`src/rtl/sensor_debounce.sv`:
```
// Door-sensor conditioning: two-flop synchronizer plus a four-state
// debounce FSM per channel, clean levels, one-cycle edge pulses and a
// saturating count of rejected glitches shared by both channels.
//
// Handshake note: there is no valid/ready traffic here. Outputs are plain
// registered levels. rise/fall pulses are high for exactly one cycle, the
// cycle after the edge that accepts a new level.

module sensor_debounce_chan #(
  parameter int N_STABLE = 4
) (
  input  logic       clk,
  input  logic       reset,
  input  logic       raw_i,
  output logic       out_o,
  output logic       rise_o,
  output logic       fall_o,
  output logic       glitch_o,
  output logic [1:0] state_o
);

  typedef enum logic [1:0] {
    ST0 = 2'd0,
    P1  = 2'd1,
    ST1 = 2'd2,
    P0  = 2'd3
  } state_t;

  localparam logic [7:0] LAST = 8'(N_STABLE - 1);

  logic   sync1_q, sync2_q;
  state_t state_q, state_d;
  logic [7:0] cnt_q, cnt_d;
  logic   out_q, out_d;
  logic   rise_q, rise_d;
  logic   fall_q, fall_d;

  // Two-flop synchronizer; sync2_q is the only value the FSM looks at.
  always_ff @(posedge clk) begin
    if (reset) begin
      sync1_q <= 1'b0;
      sync2_q <= 1'b0;
    end else begin
      sync1_q <= raw_i;
      sync2_q <= sync1_q;
    end
  end

  // State, stability counter and registered outputs.
  always_ff @(posedge clk) begin
    if (reset) begin
      state_q <= ST0;
      cnt_q   <= 8'd0;
      out_q   <= 1'b0;
      rise_q  <= 1'b0;
      fall_q  <= 1'b0;
    end else begin
      state_q <= state_d;
      cnt_q   <= cnt_d;
      out_q   <= out_d;
      rise_q  <= rise_d;
      fall_q  <= fall_d;
    end
  end

  // Next-state logic: a pending change completes after LAST+1 matching
  // samples; an opposing sample aborts it and flags one glitch.
  always_comb begin
    state_d  = state_q;
    cnt_d    = cnt_q;
    out_d    = out_q;
    rise_d   = 1'b0;
    fall_d   = 1'b0;
    glitch_o = 1'b0;
    case (state_q)
      ST0: begin
        if (sync2_q) begin
          state_d = P1;
          cnt_d   = 8'd1;
        end
      end
      P1: begin
        if (!sync2_q) begin
          state_d  = ST0;
          cnt_d    = 8'd0;
          glitch_o = 1'b1;
        end else if (cnt_q == LAST) begin
          state_d = ST1;
          out_d   = 1'b1;
          rise_d  = 1'b1;
          cnt_d   = 8'd0;
        end else begin
          cnt_d = cnt_q + 8'd1;
        end
      end
      ST1: begin
        if (!sync2_q) begin
          state_d = P0;
          cnt_d   = 8'd1;
        end
      end
      P0: begin
        if (sync2_q) begin
          state_d  = ST1;
          cnt_d    = 8'd0;
          glitch_o = 1'b1;
        end else if (cnt_q == LAST) begin
          state_d = ST0;
          out_d   = 1'b0;
          fall_d  = 1'b1;
          cnt_d   = 8'd0;
        end else begin
          cnt_d = cnt_q + 8'd1;
        end
      end
      default: begin
        state_d = ST0;
        cnt_d   = 8'd0;
      end
    endcase
  end

  assign out_o   = out_q;
  assign rise_o  = rise_q;
  assign fall_o  = fall_q;
  assign state_o = state_q;

endmodule

module sensor_debounce #(
  parameter int N_STABLE = 4
) (
  input  logic       clk,
  input  logic       reset,
  input  logic       sf_raw,
  input  logic       sm_raw,
  output logic       sf,
  output logic       sm,
  output logic       sf_rise,
  output logic       sf_fall,
  output logic       sm_rise,
  output logic       sm_fall,
  output logic [7:0] glitch_cnt,
  output logic [3:0] dbg_state_o
);

  logic       sf_glitch, sm_glitch;
  logic [1:0] sf_state, sm_state;
  logic [7:0] glitch_cnt_q, glitch_cnt_d;
  logic [8:0] glitch_sum;

  sensor_debounce_chan #(.N_STABLE(N_STABLE)) u_sf (
    .clk      (clk),
    .reset    (reset),
    .raw_i    (sf_raw),
    .out_o    (sf),
    .rise_o   (sf_rise),
    .fall_o   (sf_fall),
    .glitch_o (sf_glitch),
    .state_o  (sf_state)
  );

  sensor_debounce_chan #(.N_STABLE(N_STABLE)) u_sm (
    .clk      (clk),
    .reset    (reset),
    .raw_i    (sm_raw),
    .out_o    (sm),
    .rise_o   (sm_rise),
    .fall_o   (sm_fall),
    .glitch_o (sm_glitch),
    .state_o  (sm_state)
  );

  // Add 0..2 glitch events per cycle, clamping at 255 instead of wrapping.
  always_comb begin
    glitch_sum = {1'b0, glitch_cnt_q} + 9'(sf_glitch) + 9'(sm_glitch);
    if (glitch_sum > 9'd255) glitch_cnt_d = 8'hFF;
    else                     glitch_cnt_d = glitch_sum[7:0];
  end

  // Diagnostic glitch counter, cleared only by reset.
  always_ff @(posedge clk) begin
    if (reset) glitch_cnt_q <= 8'd0;
    else       glitch_cnt_q <= glitch_cnt_d;
  end

  assign glitch_cnt  = glitch_cnt_q;
  assign dbg_state_o = {sm_state, sf_state};

endmodule

```
`config.mk`:
```
export PLATFORM = sky130hd
export DESIGN_NAME = sensor_debounce
export DESIGN_NICKNAME = d
export VERILOG_FILES = /design/src/rtl/sensor_debounce.sv
export SDC_FILE = /design/constraint.sdc
export NUM_CORES = 1
export LEC_CHECK = 0
export CAP_MARGIN = 20
export CORE_MARGIN = 1.5
export CORE_UTILIZATION = 35
export CTS_CLUSTER_SIZE = 16
export DETAILED_ROUTE_END_ITERATION = 6
export GPL_TIMING_DRIVEN = 0
export PLACE_DENSITY = 0.62
export SYNTH_ARGS = -nofsm -noshare
export SYNTH_HDL_FRONTEND = slang
export SYNTH_HIERARCHICAL = 1
export SYNTH_SLANG_ARGS = --single-unit
```
`constraint.sdc`:
```
create_clock -name clk -period 2.9 [get_ports clk]
set_input_delay 0.58 -clock clk [delete_from_list [all_inputs] [get_ports clk]]
set_output_delay 0.58 -clock clk [all_outputs]
set_load 0.02 [all_outputs]
```
==> results of run 1 <==
-- cell type report --
type	count	area share [%]
clock buffers	6	3.82
multi-input cells	137	43.7
repair buffers	21	9.73
inverters	8	1.39
flip-flops and latches	38	35.2
plain buffers	6	1.62
clock inverters	2	0.579
well taps	67	3.88
-- flip-flops by register name, summed over array words and instances (netlist names), named ones only --
| register | flops |
|---|---|
| u_sm/cnt_q | 8 |
| u_sf/sync2_q | 1 |
| u_sm/sync1_q | 1 |
| u_sm/out_o | 1 |
| u_sf/out_o | 1 |
| u_sf/fall_o | 1 |
| u_sm/state_o | 1 |
| u_sf/state_o | 1 |
| u_sm/rise_o | 1 |
| u_sf/cnt_q | 8 |
| u_sm/sync2_q | 1 |
| u_sm/fall_o | 1 |
| u_sf/rise_o | 1 |
| u_sf/sync1_q | 1 |
| glitch_cnt | 8 |
-- worst reg2reg max path: cells and delay by family, from the launching register on --
kind	cells	cell delay (ps)
DFF	1	440
xor gates and xnor gates	1	360
adders and majority gates	2	720
and+or+nand+nor	4	690
-- placed cells by master (no fill, tap or decap), types with 4 or more instances in the layout --
cell type | synthesis | routed
a31oi_1 | 11 | 11
nand2_1 | 6 | 6
nand3b_1 | 4 | 4
nor4_1 | 5 | 5
nor2b_1 | 5 | 5
mux2i_1 | 4 | 4
a21oi_1 | 14 | 14
nand3_1 | 9 | 9
dfxtp_1 | 38 | 38
clkbuf_8 | 0 | 6
xnor2_1 | 4 | 4
clkdlybuf4s50_1 | 0 | 21
inv_1 | 8 | 8
nor2_1 | 18 | 18
nor3_1 | 7 | 7
-- Yosys cell counts, types with 2 or more instances --
| master | number | share of area (%) |
|---|---|---|
| nand3_1 | 9 | 2.5 |
| nand3b_1 | 4 | 1.7 |
| and3_2 | 2 | 0.85 |
| o311ai_2 | 2 | 1.8 |
| nor3b_1 | 2 | 0.85 |
| dfxtp_1 | 38 | 43 |
| nor4b_1 | 2 | 0.99 |
| inv_1 | 8 | 1.7 |
| a211oi_1 | 3 | 1.3 |
| nand2_1 | 6 | 1.3 |
| nor2b_1 | 5 | 1.8 |
| o21ai_0 | 3 | 0.85 |
| mux2i_1 | 4 | 2.3 |
| xnor2_1 | 4 | 2.0 |
| o31ai_1 | 2 | 0.85 |
| nor4_1 | 5 | 1.8 |
| nand4_1 | 3 | 1.1 |
| a31oi_1 | 11 | 3.9 |
| nor3_1 | 7 | 2.0 |
| a21oi_1 | 14 | 4.0 |
| and3_1 | 2 | 0.71 |
| o21a_1 | 2 | 0.85 |
| clkbuf_1 | 3 | 0.64 |
| nor4b_2 | 2 | 1.7 |
| nor2_1 | 18 | 3.8 |
| ha_1 | 3 | 2.1 |
-- report_power, final --
group | switching (mW) | total [mW] | internal [mW]
clock | 0.189 | 0.380 | 0.191
sequential | 0.0117 | 0.544 | 0.533
combinational | 0.0355 | 0.0656 | 0.0301
-- routing by layer --
metal / track usage, % / vias up / routed length (um)
met4: 6.79 / 0 / 68
met2: 19.3 / 28 / 1430
li1: - / 759 / -
met1: 18.3 / 669 / 1700
met5: 0 / - / 0
met3: 4.88 / 7 / 185
-- cell families after synthesis --
kind of cell | Yosys count | share of synthesized area [%]
buf+inv | 14 | 3.67
xor+xnor | 6 | 3.39
flops | 38 | 43.0
fa+ha+maj | 4 | 3.25
mux | 4 | 2.26
simple gates | 79 | 27.1
compound gates | 44 | 17.4
-- path summary, 6_finish.rpt --
| path | end | slack (ps) |
|---|---|---|
| max | glitch_cnt[6] | 640 |
| min | u_sf/sync2_q | 440 |
| min reg2reg | u_sf/sync2_q | 440 |
| max reg2reg | glitch_cnt[6] | 640 |
==> impl_metrics.env, run 1 <==
export IMPL_slowest_delay_ps=460
export IMPL_dr_total_vias=1463
export IMPL_io_pins=22
export IMPL_rr_worst_depth=7
export IMPL_drc=0
export IMPL_dp_slack_ps=662
export IMPL_dieArea_mm2=0.00549
export IMPL_cts_setup_buffers=0
export IMPL_area_growth_pct=22.0
export IMPL_peakVddDrop_uv=334
export IMPL_holdBufCountCts=0
export IMPL_ctsResizeCount=0
export IMPL_stdcell_area_mm2=0.00216
export IMPL_wl_mm=3.39
export IMPL_fin_util_pct=45.1
export IMPL_hold_viol_final=0
export IMPL_dp_cells=277
export IMPL_end_kind="flip-flop"
export IMPL_min_period_ps=2260
export IMPL_first_global_vias=1276
export IMPL_die_y_um=74.1
export IMPL_portBuffers=21
export IMPL_power_leakage_nw=0.765
export IMPL_rows=25
export IMPL_hpwl_mm=2.33
export IMPL_fill_cells=457
export IMPL_fin_nets=225
export IMPL_multi_input_area_um2=945
export IMPL_cts_tree="yes"
export IMPL_regArea_um2=761
export IMPL_clockBufferDepth=2
export IMPL_crit_cells=7
export IMPL_synth_edf_count=0
export IMPL_gp_congestion=0.863
export IMPL_htree_num_levels=2
export IMPL_crit_buf_inv=0
export IMPL_clockRootBuffer="clkbuf_8"
export IMPL_ys_flop_type="dfxtp_1"
export IMPL_p_total_mw=0.990
export IMPL_seq_area_frac_synth_pct=43.0
export IMPL_finalSetupViolCount=0
export IMPL_whs_ps=441
export IMPL_first_pass_iters=4
export IMPL_path_delay_family="adder cells"
export IMPL_async_flop_share_pct=0
export IMPL_syn_num_nets=197
export IMPL_worstSetupPathType="reg -> reg"
export IMPL_grt_ovfl_total=0
export IMPL_period_share_pct=77.9
export IMPL_layout_drive_gt1_share_pct=12.4
export IMPL_rsz0062_at_grt="false"
export IMPL_fmax_ghz=0.443
export IMPL_critPathMaxFanout=6
export IMPL_cts_made_buffers=5
export IMPL_num_antenna_cells=0
export IMPL_viasPerCell=5.13
export IMPL_status="finished clean"
export IMPL_drv_slew=0
export IMPL_power_density_mw_per_mm2=459
export IMPL_clock_sinks=38
export IMPL_final_cell_count_no_fill=285
export IMPL_drtIter0Drc=65
export IMPL_grt_usage_pct=13.6
export IMPL_clk_latency_ps=290
export IMPL_hold_path_class="reg -> reg"
export IMPL_worst_pin_slew_ps=443
export IMPL_netlist_instances=189
export IMPL_setup_tns_ps=0
export IMPL_ys_seq_elements=38
export IMPL_yosysWarnings=6
export IMPL_synth_cell_types=51
export IMPL_drv_cap=0
export IMPL_finalClockSkew_ps=9.54
export IMPL_worstPathRequired_ps=3120
export IMPL_placed_cell_area_mm2=0.00206
export IMPL_die_w_um=74.1
export IMPL_avgSynthCellArea_um2=9.37
export IMPL_ant_nets=0
export IMPL_grt_pass1_wl_mm=5.71
export IMPL_fin_ws_ps=642
export IMPL_min_path_cells=1
export IMPL_worstSetupStartpointType="flip-flop"
export IMPL_cts_reportedPaths_clkPinSlew_ps=80
export IMPL_antenna_found_initial=0
export IMPL_arrival_ps=2480
export IMPL_grt_max_degree=13
export IMPL_path_cells="xor2_1 > nor2_1 > fa_1 > ha_1 > and4_4 > and4b_2 > nor3_1"
export IMPL_slew_headroom_pct=70.5
export IMPL_cp_slowest_cell="fa_1"
export IMPL_wl_per_cell_um=11.9
export IMPL_start_util_pct=37.0
export IMPL_core_area_mm2=0.00479
export IMPL_hp_start="u_sf/sync1_q"
export IMPL_netlist_area_mm2=0.00177
Power figures use the tool's default switching activity.
==> inputs of run 2 (changes only) <==
==> constraint.sdc (replaced) <==
create_clock -name clk -period 2.2 [get_ports clk]
set_input_delay 0.44 -clock clk [delete_from_list [all_inputs] [get_ports clk]]
set_output_delay 0.44 -clock clk [all_outputs]
set_load 0.02 [all_outputs]
==> run 2 against run 1 <==
  * Total power rose by 32%
  * Global-route usage increased by 0.060 points
  * Largest cell class unchanged
  * Hold slack barely moved
  * Clock skew is essentially flat
  * Sequential share of layout area is 0.33 points lower
  * Critical path depth stayed put
  * Sequential power increased by 32%
  * Largest power group unchanged
==> impl_metrics.env, run 2 (synthesis gave the netlist of run 1 again) <==
export IMPL_status="finished clean"
export IMPL_first_global_vias=1285
export IMPL_drc=0
export IMPL_finalSetupViolCount=0
export IMPL_grt_pass1_wl_mm=5.74
export IMPL_clockBufferDepth=2
export IMPL_area_growth_pct=24.0
export IMPL_min_period_ps=2070
export IMPL_dr_total_vias=1473
export IMPL_hpwl_mm=2.33
export IMPL_end_kind="flip-flop"
export IMPL_rows=25
export IMPL_cts_tree="yes"
export IMPL_drv_cap=0
export IMPL_slew_headroom_pct=70.4
export IMPL_reg2reg_to="glitch_cnt[6]"
export IMPL_grt_usage_pct=13.7
export IMPL_swShare_pct=23.9
export IMPL_grt_ovfl_total=0
export IMPL_hold_path_class="reg -> reg"
export IMPL_drtIter0Drc=71
export IMPL_power_leakage_nw=0.770
export IMPL_drv_slew=0
export IMPL_whs_ps=440
export IMPL_period_share_pct=93.9
export IMPL_worstSetupPathType="reg -> reg"
export IMPL_fill_cells=456
export IMPL_slowest_delay_ps=450
export IMPL_worstHoldEndpoint="u_sf/sync2_q"
export IMPL_dieArea_mm2=0.00549
export IMPL_fin_util_pct=45.9
export IMPL_htree_num_levels=2
export IMPL_power_frac_seq_pct=55.0
export IMPL_worstPathRequired_ps=2420
export IMPL_final_cell_count_no_fill=285
export IMPL_num_antenna_cells=0
export IMPL_gp_congestion=0.863
export IMPL_worstSetupStartpointType="flip-flop"
export IMPL_start_util_pct=37.0
export IMPL_first_pass_iters=4
export IMPL_clk_latency_ps=290
export IMPL_critPathMaxFanout=6
export IMPL_clockRootBuffer="clkbuf_8"
export IMPL_fmax_ghz=0.484
export IMPL_die_w_um=74.1
export IMPL_die_y_um=74.1
export IMPL_layout_drive_gt1_share_pct=14.7
export IMPL_hold_viol_final=0
export IMPL_p_sw_mw=0.312
export IMPL_clock_power_share_pct=38.3
export IMPL_rsz0062_at_grt="false"
export IMPL_fin_ws_ps=135
export IMPL_path_cells="xor2_4 > nor2_1 > fa_1 > ha_1 > and4_4 > and4b_2 > nor3_1"
export IMPL_crit_buf_inv=0
export IMPL_min_path_cells=1
export IMPL_grt_max_degree=13
export IMPL_cts_reportedPaths_clkPinSlew_ps=80
export IMPL_core_area_mm2=0.00479
export IMPL_dp_cells=277
export IMPL_rr_worst_depth=7
export IMPL_clock_sinks=38
export IMPL_ant_nets=0
export IMPL_io_pins=22
export IMPL_wl_per_cell_um=11.9
export IMPL_final_common_cell="dfxtp_1"
export IMPL_comb_power_share_pct=6.7
export IMPL_hp_start="u_sf/sync1_q"
export IMPL_arrival_ps=2290
export IMPL_cts_made_buffers=5
export IMPL_fin_nets=225
export IMPL_cp_slowest_cell="fa_1"
export IMPL_layout_common_cells="34 x dfxtp_1, 21 x clkdlybuf4s50_1, 18 x nor2_1"
export IMPL_path_delay_family="adder cells"
export IMPL_finalClockSkew_ps=9.27
export IMPL_p_int_mw=0.995
export IMPL_portBuffers=21
export IMPL_power_density_mw_per_mm2=596
export IMPL_antenna_found_initial=0
export IMPL_wl_mm=3.39
export IMPL_viasPerCell=5.17
export IMPL_r2r_setup_slack_ps=130
export IMPL_dp_slack_ps=-37.9
export IMPL_worst_pin_slew_ps=442
export IMPL_peakVddDrop_uv=441
## run 2: metal layers
metal | vias to the layer above | share of wire [%] | global-route usage (%) | routed length, um
li1 | 760 | - | - | -
met1 | 678 | 50 | 18.3 | 1680
met3 | 7 | 5.4 | 4.88 | 184
met2 | 28 | 43 | 19.5 | 1460
met4 | 0 | 2.0 | 6.79 | 68
met5 | - | 0 | 0 | 0
## run 2: area by class of cell
class / count / area [um2] / area share (%)
well taps: 67 / 83.8 / 3.82
multi-input cells: 137 / 975 / 44.4
repair buffers: 21 / 210 / 9.58
clock inverters: 2 / 12.5 / 0.570
plain buffers: 6 / 35.0 / 1.60
clock buffers: 6 / 82.6 / 3.76
inverters: 8 / 30.0 / 1.37
flip-flops and latches: 38 / 766 / 34.9
## run 2: power by group through the flow
stage	sequential (mW)	combinational (mW)	clock, mW
after global placement	0.733	0.0860	0
after CTS	0.718	0.0875	0.528
after global routing	0.721	0.0987	0.555
after detailed placement	0.733	0.0865	0
final	0.719	0.0874	0.501
after floorplan	0.738	0.0505	0
## run 2: stage by stage
| step | TNS (ps) | power, mW | instance area, um2 |
|---|---|---|---|
| floorplan | 0 | 0.788 | 1770 |
| global placement | -97.8 | 0.819 | 2060 |
| detailed placement | -69.0 | 0.820 | 2060 |
| CTS | 0 | 1.33 | 2170 |
| global route | 0 | 1.38 | 2190 |
| finish | 0 | 1.31 | 2190 |
## run 2: how the worst max path moves through the flow
stage | start | end | slack [ps] | cells past startpoint
finish | flip-flop | glitch_cnt[6] | 130 | 7
global route | flip-flop | glitch_cnt[6] | 10 | 7
CTS | flip-flop | glitch_cnt[6] | 20 | 7
detailed placement | flip-flop | glitch_cnt[6] | -40 | 7
global placement | flip-flop | glitch_cnt[6] | -40 | 7
floorplan | flip-flop | glitch_cnt[7] | 40 | 7
## run 2: repair_timing
item | in CTS | in global routing
setup endpoints to repair | 6 | 7
setup buffers | 0 | 0
gates resized for setup | 1 | 6
hold buffers | 0 | 0
==> inputs of run 3 (changes only) <==
--- a/config.mk
+++ b/config.mk
@@ -12,6 +12,7 @@
 export DETAILED_ROUTE_END_ITERATION = 6
 export GPL_TIMING_DRIVEN = 0
 export PLACE_DENSITY = 0.62
+export SLEW_MARGIN = 15
 export SYNTH_ARGS = -nofsm -noshare
 export SYNTH_HDL_FRONTEND = slang
 export SYNTH_HIERARCHICAL = 1
==> results of run 3 <==
No change in the layout: final DEF, timing and power equal those of run 2.
